## src/rtl/bsg_manycore_eva_to_npa_pipe.sv

```systemverilog
// bsg_manycore_eva_to_npa_pipe: two-stage EVA->NPA translator with
// programmable DMEM-overflow windows and a saturating invalid counter.
module bsg_manycore_eva_to_npa_pipe
    #(parameter int data_width_p                 = 32
    , parameter int addr_width_p                 = 28
    , parameter int x_cord_width_p               = 7
    , parameter int y_cord_width_p               = 7
    , parameter int pod_x_cord_width_p           = 3
    , parameter int pod_y_cord_width_p           = 4
    , parameter int num_tiles_x_p                = 16
    , parameter int num_tiles_y_p                = 8
    , parameter int num_vcache_rows_p            = 1
    , parameter int vcache_block_size_in_words_p = 8
    , parameter int num_windows_p                = 2
    , parameter int dmem_addr_width_p            = 10
    , parameter int count_width_p                = 16
    )
    (input  logic                                    clk_i
    , input  logic                                   reset_n_i
    , input  logic                                   v_i
    , output logic                                   ready_o
    , input  logic [data_width_p-1:0]                eva_i
    , input  logic [$clog2(num_tiles_x_p)-1:0]       tgo_x_i
    , input  logic [$clog2(num_tiles_y_p)-1:0]       tgo_y_i
    , input  logic [pod_x_cord_width_p-1:0]          pod_x_i
    , input  logic [pod_y_cord_width_p-1:0]          pod_y_i
    , output logic                                   v_o
    , input  logic                                   yumi_i
    , output logic [x_cord_width_p-1:0]              x_cord_o
    , output logic [y_cord_width_p-1:0]              y_cord_o
    , output logic [addr_width_p-1:0]                epa_o
    , output logic                                   is_invalid_addr_o
    , output logic                                   window_hit_o
    , input  logic                                   cfg_v_i
    , input  logic [((num_windows_p > 1) ? $clog2(num_windows_p) : 1)-1:0] cfg_idx_i
    , input  logic                                   cfg_en_i
    , input  logic [15:0]                            cfg_base_i
    , input  logic [15:0]                            cfg_limit_i
    , input  logic [30:0]                            cfg_remap_i
    , input  logic                                   count_clear_i
    , output logic [count_width_p-1:0]               invalid_count_o
    );

    localparam int sx_w  = $clog2(num_tiles_x_p);
    localparam int sy_w  = $clog2(num_tiles_y_p);
    localparam int idx_w = (num_windows_p > 1) ? $clog2(num_windows_p) : 1;
    localparam int lg_bs = $clog2(vcache_block_size_in_words_p);
    localparam int lg_r  = $clog2(num_vcache_rows_p);

    typedef enum logic [1:0] {CL_INV, CL_DRAM, CL_GLB, CL_TG} cls_e;

    typedef struct packed {
        logic [x_cord_width_p-1:0] x;
        logic [y_cord_width_p-1:0] y;
        logic [addr_width_p-1:0]   epa;
    } hash_t;

    // Word address: block offset, then vcache column, then north/south, then row/index.
    function automatic hash_t dram_hash(input logic [31:0] e,
                                        input logic [pod_x_cord_width_p-1:0] px,
                                        input logic [pod_y_cord_width_p-1:0] py);
        hash_t r;
        logic [28:0] word;
        logic [28:0] rest;
        logic [sy_w-1:0] row;
        word = 29'((e & 32'h7fff_ffff) >> 2);
        rest = word >> (lg_bs + sx_w + 1);
        row  = sy_w'(rest & 29'(num_vcache_rows_p - 1));
        r.x  = {px, word[lg_bs +: sx_w]};
        r.epa = addr_width_p'(((rest >> lg_r) << lg_bs)
                              | (word & 29'((1 << lg_bs) - 1)));
        if (word[lg_bs + sx_w])
            r.y = {py + pod_y_cord_width_p'(1), row};
        else
            r.y = {py - pod_y_cord_width_p'(1), {sy_w{1'b1}} - row};
        return r;
    endfunction

    logic        win_en    [num_windows_p];
    logic [15:0] win_base  [num_windows_p];
    logic [15:0] win_limit [num_windows_p];
    logic [30:0] win_remap [num_windows_p];

    always_ff @(posedge clk_i or negedge reset_n_i) begin
        if (!reset_n_i) begin
            for (int w = 0; w < num_windows_p; w++) begin
                win_en[w]    <= 1'b0;
                win_base[w]  <= '0;
                win_limit[w] <= '0;
                win_remap[w] <= '0;
            end
        end else if (cfg_v_i && (32'(cfg_idx_i) < num_windows_p)) begin
            win_en[cfg_idx_i]    <= cfg_en_i;
            win_base[cfg_idx_i]  <= cfg_base_i;
            win_limit[cfg_idx_i] <= cfg_limit_i;
            win_remap[cfg_idx_i] <= cfg_remap_i;
        end
    end

    logic [15:0]      in_addr;
    cls_e             in_cls;
    logic             any_hit;
    logic [idx_w-1:0] sel;
    logic [15:0]      win_off;
    logic [30:0]      remap_sum;

    assign in_addr = eva_i[17:2];

    always_comb begin
        in_cls = CL_INV;
        unique case (1'b1)
            eva_i[31]:                  in_cls = CL_DRAM;
            (eva_i[31:30] == 2'b01):    in_cls = CL_GLB;
            (eva_i[31:29] == 3'b001):   in_cls = CL_TG;
            default:                    in_cls = CL_INV;
        endcase
    end

    // Scan downward so the lowest-index hit is the one left in sel.
    always_comb begin
        any_hit = 1'b0;
        sel     = '0;
        for (int w = num_windows_p - 1; w >= 0; w--) begin
            if (win_en[w] && (win_base[w] <= in_addr)
                && (in_addr <= win_limit[w])) begin
                any_hit = 1'b1;
                sel     = idx_w'(w);
            end
        end
    end

    assign win_off   = in_addr - win_base[sel];
    assign remap_sum = win_remap[sel] + 31'({win_off, 2'b00})
                     + 31'(eva_i[1:0]);

    logic             s1_v;
    logic [31:0]      s1_eva;
    logic [sx_w-1:0]  s1_tgo_x;
    logic [sy_w-1:0]  s1_tgo_y;
    cls_e             s1_cls;
    logic             s1_hit;
    logic             hit;
    logic             adv;

    assign hit     = any_hit & (in_cls == CL_TG);
    assign adv     = !v_o | yumi_i;
    assign ready_o = !s1_v | adv;

    // A window hit is rewritten into a DRAM EVA at accept time.
    always_ff @(posedge clk_i or negedge reset_n_i) begin
        if (!reset_n_i) begin
            s1_v     <= 1'b0;
            s1_eva   <= '0;
            s1_tgo_x <= '0;
            s1_tgo_y <= '0;
            s1_cls   <= CL_INV;
            s1_hit   <= 1'b0;
        end else if (ready_o) begin
            s1_v <= v_i;
            if (v_i) begin
                s1_eva   <= hit ? {1'b1, remap_sum} : eva_i;
                s1_tgo_x <= tgo_x_i;
                s1_tgo_y <= tgo_y_i;
                s1_cls   <= hit ? CL_DRAM : in_cls;
                s1_hit   <= hit;
            end
        end
    end

    hash_t                     h;
    logic [x_cord_width_p-1:0] nx_x;
    logic [y_cord_width_p-1:0] nx_y;
    logic [addr_width_p-1:0]   nx_epa;
    logic                      nx_inv;

    assign h = dram_hash(s1_eva, pod_x_i, pod_y_i);

    always_comb begin
        nx_x   = '0;
        nx_y   = '0;
        nx_epa = '0;
        nx_inv = 1'b0;
        unique case (s1_cls)
            CL_DRAM: begin
                nx_x   = h.x;
                nx_y   = h.y;
                nx_epa = h.epa;
            end
            CL_GLB: begin
                nx_x   = s1_eva[16 +: x_cord_width_p];
                nx_y   = s1_eva[16 + x_cord_width_p +: y_cord_width_p];
                nx_epa = addr_width_p'(s1_eva[15:2]);
            end
            CL_TG: begin
                nx_x   = {pod_x_i, s1_eva[18 +: sx_w] + s1_tgo_x};
                nx_y   = {pod_y_i, s1_eva[18 + sx_w +: sy_w] + s1_tgo_y};
                nx_epa = addr_width_p'(s1_eva[2 +: dmem_addr_width_p]);
            end
            default: nx_inv = 1'b1;
        endcase
    end

    always_ff @(posedge clk_i or negedge reset_n_i) begin
        if (!reset_n_i) begin
            v_o               <= 1'b0;
            x_cord_o          <= '0;
            y_cord_o          <= '0;
            epa_o             <= '0;
            is_invalid_addr_o <= 1'b0;
            window_hit_o      <= 1'b0;
        end else if (adv) begin
            v_o <= s1_v;
            if (s1_v) begin
                x_cord_o          <= nx_x;
                y_cord_o          <= nx_y;
                epa_o             <= nx_epa;
                is_invalid_addr_o <= nx_inv;
                window_hit_o      <= s1_hit;
            end
        end
    end

    always_ff @(posedge clk_i or negedge reset_n_i) begin
        if (!reset_n_i)
            invalid_count_o <= '0;
        else if (count_clear_i)
            invalid_count_o <= '0;
        else if (v_o && yumi_i && is_invalid_addr_o && !(&invalid_count_o))
            invalid_count_o <= invalid_count_o + count_width_p'(1);
    end

endmodule

```

## config.mk

```make
export PLATFORM = sky130hd
export DESIGN_NAME = bsg_manycore_eva_to_npa_pipe
export DESIGN_NICKNAME = d
export VERILOG_FILES = /design/src/rtl/bsg_manycore_eva_to_npa_pipe.sv
export SDC_FILE = /design/constraint.sdc
export NUM_CORES = 1
export LEC_CHECK = 0
export ABC_CLOCK_PERIOD_IN_PS = 10050
export CAP_MARGIN = 5
export CELL_PAD_IN_SITES_DETAIL_PLACEMENT = 1
export CELL_PAD_IN_SITES_GLOBAL_PLACEMENT = 2
export CORE_ASPECT_RATIO = 0.8
export CORE_UTILIZATION = 35
export DETAILED_ROUTE_END_ITERATION = 16
export MAX_ROUTING_LAYER = met4
export PLACE_DENSITY = 0.84
export SLEW_MARGIN = 20
export SYNTH_ARGS = -nofsm -noshare
export SYNTH_HDL_FRONTEND = slang
export SYNTH_SLANG_ARGS = --single-unit
```

## constraint.sdc

```tcl
create_clock -name clk_i -period 10.05 [get_ports clk_i]
set_input_delay 3.015 -clock clk_i [delete_from_list [all_inputs] [get_ports clk_i]]
set_output_delay 3.015 -clock clk_i [all_outputs]
set_load 0.01 [all_outputs]
```

# After elaboration in Yosys (flattened, before gate mapping)
# Index checks and enable logic that the tools add are counted.
# classes
n_mux	29
order_cmp	7
n_addsub	8
reduce_logical	16
n_eq_ne	6
bitwise	6
# op_table
operator	n
2-to-1 mux 31 bit	5
2-to-1 mux 16 bit	6
one-hot mux 24 bit (3 select lines)	1
bitwise mux 32 bit	2
less-or-equal comparator 16 bit	4
bitwise mux 62 bit	1
one-hot mux 7 bit (3 select lines)	2
adder 31 x 18 -> 31 bit	1
adder 31 x 2 -> 31 bit	1
demux 31 bit (select 1 bit)	1
OR 24 x 3 -> 24 bit	1
adder 16 x 1 -> 16 bit, second input constant	1
demux 16 bit (select 1 bit)	1
AND reduction 16 bit	1
subtractor 16 bit	1
logical AND 1 bit	8
2-to-1 mux 7 bit	1
== test 2 bit, second input constant	3
one-hot mux 2 bit (3 select lines)	1
2-to-1 mux 1 bit	5
adder 4 x 1 -> 4 bit, second input constant	1
adder 4 bit	1
== test 2 x 1 -> 1 bit, second input constant	2
greater-or-equal comparator 2 bit, second input constant	2
other kinds (14)	19
# totals
word_cells	93
register_bits	231

# Logic depth before layout (Yosys ltp)
# depth
ltp_word	13
ltp_mapped	37
mapped_depth_nobuf	33

# Worst setup path before layout
# OpenSTA, ideal clock, no wires.
# synth_path
kind	input-to-reg
from	in eva_i[3]
to	reg s1_eva[27]
cell_stages	35
path_buffers	4
path_slack_ns	0.336
arrival_ns	9.641
cell_sequence	inv_1 > ha_1 > nor2b_4 > o211ai_2 > a21boi_1 > or4_4 > a221o_1 > nand2_1 > buf_4 > buf_2 > buf_2 > buf_2 > o21ai_0 > ha_1 > fa_1 > nor2b_1 > o21ai_0 > a21boi_0 > o21ai_0 > a21boi_0 > o21ai_0 > a21boi_0 > o21ai_0 > a21oi_1 > xor2_1 > ha_1 > a21o_1 > a21o_1 > a21oi_1 > o211ai_2 > a31oi_4 > nor3b_4 > nand2_1 > or3b_1 > a21oi_2
# synth_between
elab_chain_len	13
elab_cells_between_ends	23
classes_between	3 x add/sub; 4 x order compare; 10 x mux; 2 x bitwise; 4 x reduce/logical
# synth_lines
element	line	source
start, declared	22	, input logic [data_width_p-1:0] eva_i
less-or-equal comparator 16 bit	124	if (win_en[w] && (win_base[w] <= in_addr)
logical AND 1 bit	124	
logical AND 1 bit	125	&& (in_addr <= win_limit[w])) begin
2-to-1 mux 1 bit (2 in series)	124	
NOT 1 -> 2 bit (implied by the code)	132, 133	
2-to-1 mux 16 bit (implied by the code) (3 in series)	132	assign win_off = in_addr - win_base[sel];
subtractor 16 bit	132	
adder 31 x 18 -> 31 bit	133	assign remap_sum = win_remap[sel] + 31'({win_off, 2'b00})
adder 31 x 2 -> 31 bit	134	+ 31'(eva_i[1:0]);
2-to-1 mux 31 bit (*)	161	s1_eva <= hit ? {1'b1, remap_sum} : eva_i;
end signal, assigned	161	
end, declared	137	logic [31:0] s1_eva;
# Mark *: on every way between the ends. The rest lies on a longest branch, timed or not. The select of a mux whose other input is x is not followed.
# A chain may end at the register's enable or synchronous reset.

# Final worst setup path
# layout_path
from	in eva_i[16]
to	reg s1_eva[25]
# Same word-level chain as after synthesis.

==> results.ini <==
[outcome]
status = finished clean

[clock_tree]
cts_root_buf = clkbuf_16
clock-sinks = 225
cts_buffers = 25
cts_tree = done
clk_latency_ps = 550
clk_path_buf_depth = 3
clk_pin_slew_ps = 60
htree_levels = 1

[grt]
grtUsageTotal_pct = 22.7
grt_pass1_wl_mm = 65.5
grt_max_degree = 101
grt_overflow = 0
antenna_found_initial = 1
grt_pass1_vias = 11300

[worst_setup_path]
cp_slowest_stage_delay_ps = 550
cp.required_ps = 10470
end_kind = flip-flop
critical_path.slowest_cell = clkdlybuf4s50_1
arrival_ps = 9930
critPathMaxFanout = 5
r2r-start = win_limit[9]
start_kind = primary input
crit_path_start = eva_i[16]
worstSetupPathType = in -> reg

[timing]
setup_viol = 0
rsz0062_at_grt = false
slew_viol_final = 0
maxSlewHeadroom_pct = 30.3
setup_ws_ps = 538
post-route-min-period_ps = 9510
worst_slew_pin_slew_ps = 1050
fmax_mhz = 105
hold_violations = 0
final.setup_skew_ps = 14.8
period_share_pct = 94.6

[power]
p_sw_w = 0.00132
power.internal_w = 0.00232
seq_power_share_pct = 31.9
switching_share_pct = 36.3
clkPwrFrac_pct = 25.5
leakage_nw = 7.72
power_density_nw_per_um2 = 218
combPwrFrac_pct = 42.5
irDropWorstVdd_mv = 0.127

[synth]
syn_area_per_cell_um2 = 9.91
synth_simple_gate_area_share_pct = 13.5
synth_edf_count = 0
synthArstFlopShare_pct = 100
synth_top_family_by_area = simple AND/OR/NAND/NOR gates
synthXorXnorAreaFrac_pct = 4.00
synth_cells = 1326
muxShareOfSynthArea_pct = 13.0
yosys_warnings = 0
ys_ff_latch = 225
ys_types = 67
syn_area_um2 = 13100
ys_seq_area_share_pct = 42.8
synth_fa_ha_area_share_pct = 10.4
synthFlopType = dfrtp_1
synth_compound_area_share_pct = 12.5

[floorplanning]
die_x_um = 219
num_io_pins = 179
die_area_um2 = 38300
start_util_pct = 35.5
core_area_um2 = 37000
rows = 63
die_h_um = 175

[route]
drcViolationCount = 0
totalWireLength_mm = 41.3
drtAntennaViolNets = 0
dr.pass1.iters = 5
via_per_inst = 5.13
drtIter0Drc = 618
routedWlPerCell_um = 20.1
vias = 10600

[hold_path]
hp-class = reg -> reg
hp-start = epa_o[3]

[run]
max-cap-violations = 0

[finish]
nNetsFinal = 1776
drive_above_1_share_pct = 17.3
stdcell_area_um2 = 16700
most-common-layout-cells = dfrtp_1, nand2_1, clkdlybuf4s50_1, mux2_2, ha_1
syn2layout_area_growth_pct = 27.3
layout.cells.non_filler = 2057
final_common_cell = dfrtp_1
fill_cells = 4171

[placed_design]
placed_cell_area_um2 = 15900
post-place-ws_ps = -313
gp_congestion = 0.869
dp_hpwl_mm = 30.9
port_buffers = 174
placed_cells = 2011

-- logic make-up after synthesis --
group                      count (synthesis)
and+or+nand+nor                          384
AOI/OAI and AO/OA                        268
DFF                                      225
muxes                                    155
buffers and inverters                    126
adders and majority gates                107
xor gates and xnor gates                  60
other                                      1
-- sequential cells by signal, summed over array words and instances (netlist names), 2 cells and up --
signal / flops
s1_eva: 29
y_cord_o: 7
win_limit: 32
s1_cls: 2
s1_tgo_y: 3
epa_o: 24
win_remap: 62
win_base: 32
invalid_count_o: 16
x_cord_o: 7
win_en: 2
s1_tgo_x: 4
-- layer usage --
layer / global-route usage, % / part of all wire, % / vias up
met5: - / 0 / -
met4: 4.69 / 1.9 / 0
met3: 3.38 / 4.2 / 49
met2: 33.5 / 43 / 181
met1: 32.8 / 51 / 5247
li1: - / - / 5073
-- through the flow --
step | power (W) | util [%] | TNS, ps | hold WS [ps]
2_1_floorplan | 0.00209 | - | 0 | 443
4_1_cts | 0.00366 | 45.1 | 0 | 485
5_1_grt | 0.00388 | 45.2 | 0 | 516
6_report | 0.00364 | 45.2 | 0 | 482
3_5_place_dp | 0.00271 | 42.9 | -2760 | 471
3_3_place_gp | 0.00266 | 42.9 | 0 | 464
-- power by group through the flow --
stage | sequential (W) | combinational (W) | clock, W
global placement | 0.00117 | 0.00149 | 0
global route | 0.00118 | 0.00171 | 0.000987
detailed placement | 0.00118 | 0.00153 | 0
floorplan | 0.00115 | 0.000934 | 0
CTS | 0.00116 | 0.00154 | 0.000957
finish | 0.00116 | 0.00155 | 0.000928
-- final timing paths --
check / end / slack (ps) / cells past startpoint
hold / removal: epa_o[3] / 480 / 2
min in group asynchronous: epa_o[6] / 2490 / 1
setup / recovery: s1_eva[25] / 540 / 36
setup reg to reg: s1_eva[25] / 3270 / 34
hold reg to reg: epa_o[3] / 480 / 2
max in group asynchronous: win_base[9] / 6120 / 2
-- cell type report --
type | count | area (um2) | area share, %
inverters | 66 | 248 | 1.48
flip-flops and latches | 225 | 5630 | 33.7
multi-input cells | 978 | 7060 | 42.2
clock inverters | 9 | 85.1 | 0.509
well taps | 487 | 609 | 3.64
repair buffers | 256 | 2360 | 14.1
diodes | 1 | 2.50 | 0.0150
clock buffers | 35 | 733 | 4.38
-- worst max-delay path: cells and delay by family --
family,cells,cell delay [ps]
AOI/OAI and AO/OA,16,2810
adders and majority gates,4,1240
and+or+nand+nor,8,1190
buffers and inverters,5,1120
xor gates and xnor gates,2,350
muxes,1,170
-- timing repair --
action | CTS | global route
setup buffers | 0 | 1
hold endpoints to repair | 0 | 0
endpoints found under the setup margin | 0 | 16
hold buffers | 0 | 0
gates resized for setup | 0 | 8
-- cells in the mapped netlist, drive strengths merged, types with 7 or more instances --
master | instances | share of area [%]
dfrtp | 225 | 43
nand2 | 201 | 5.7
mux2 | 124 | 11
ha | 103 | 9.8
o21ai | 103 | 3.9
a21oi | 72 | 2.8
inv | 66 | 1.9
nor2 | 64 | 1.8
clkbuf | 48 | 1.4
mux2i | 31 | 2.4
xor2 | 31 | 2.1
xnor2 | 29 | 1.9
nand3 | 23 | 0.88
a22oi | 22 | 1.3
and3 | 19 | 0.90
nand4 | 18 | 0.90
a21o | 17 | 0.97
nor2b | 16 | 0.82
buf | 12 | 0.52
nand2b | 11 | 0.52
a31oi | 9 | 0.54
a21boi | 8 | 0.49
nor3 | 7 | 0.30
Power figures use the tool's default switching activity.
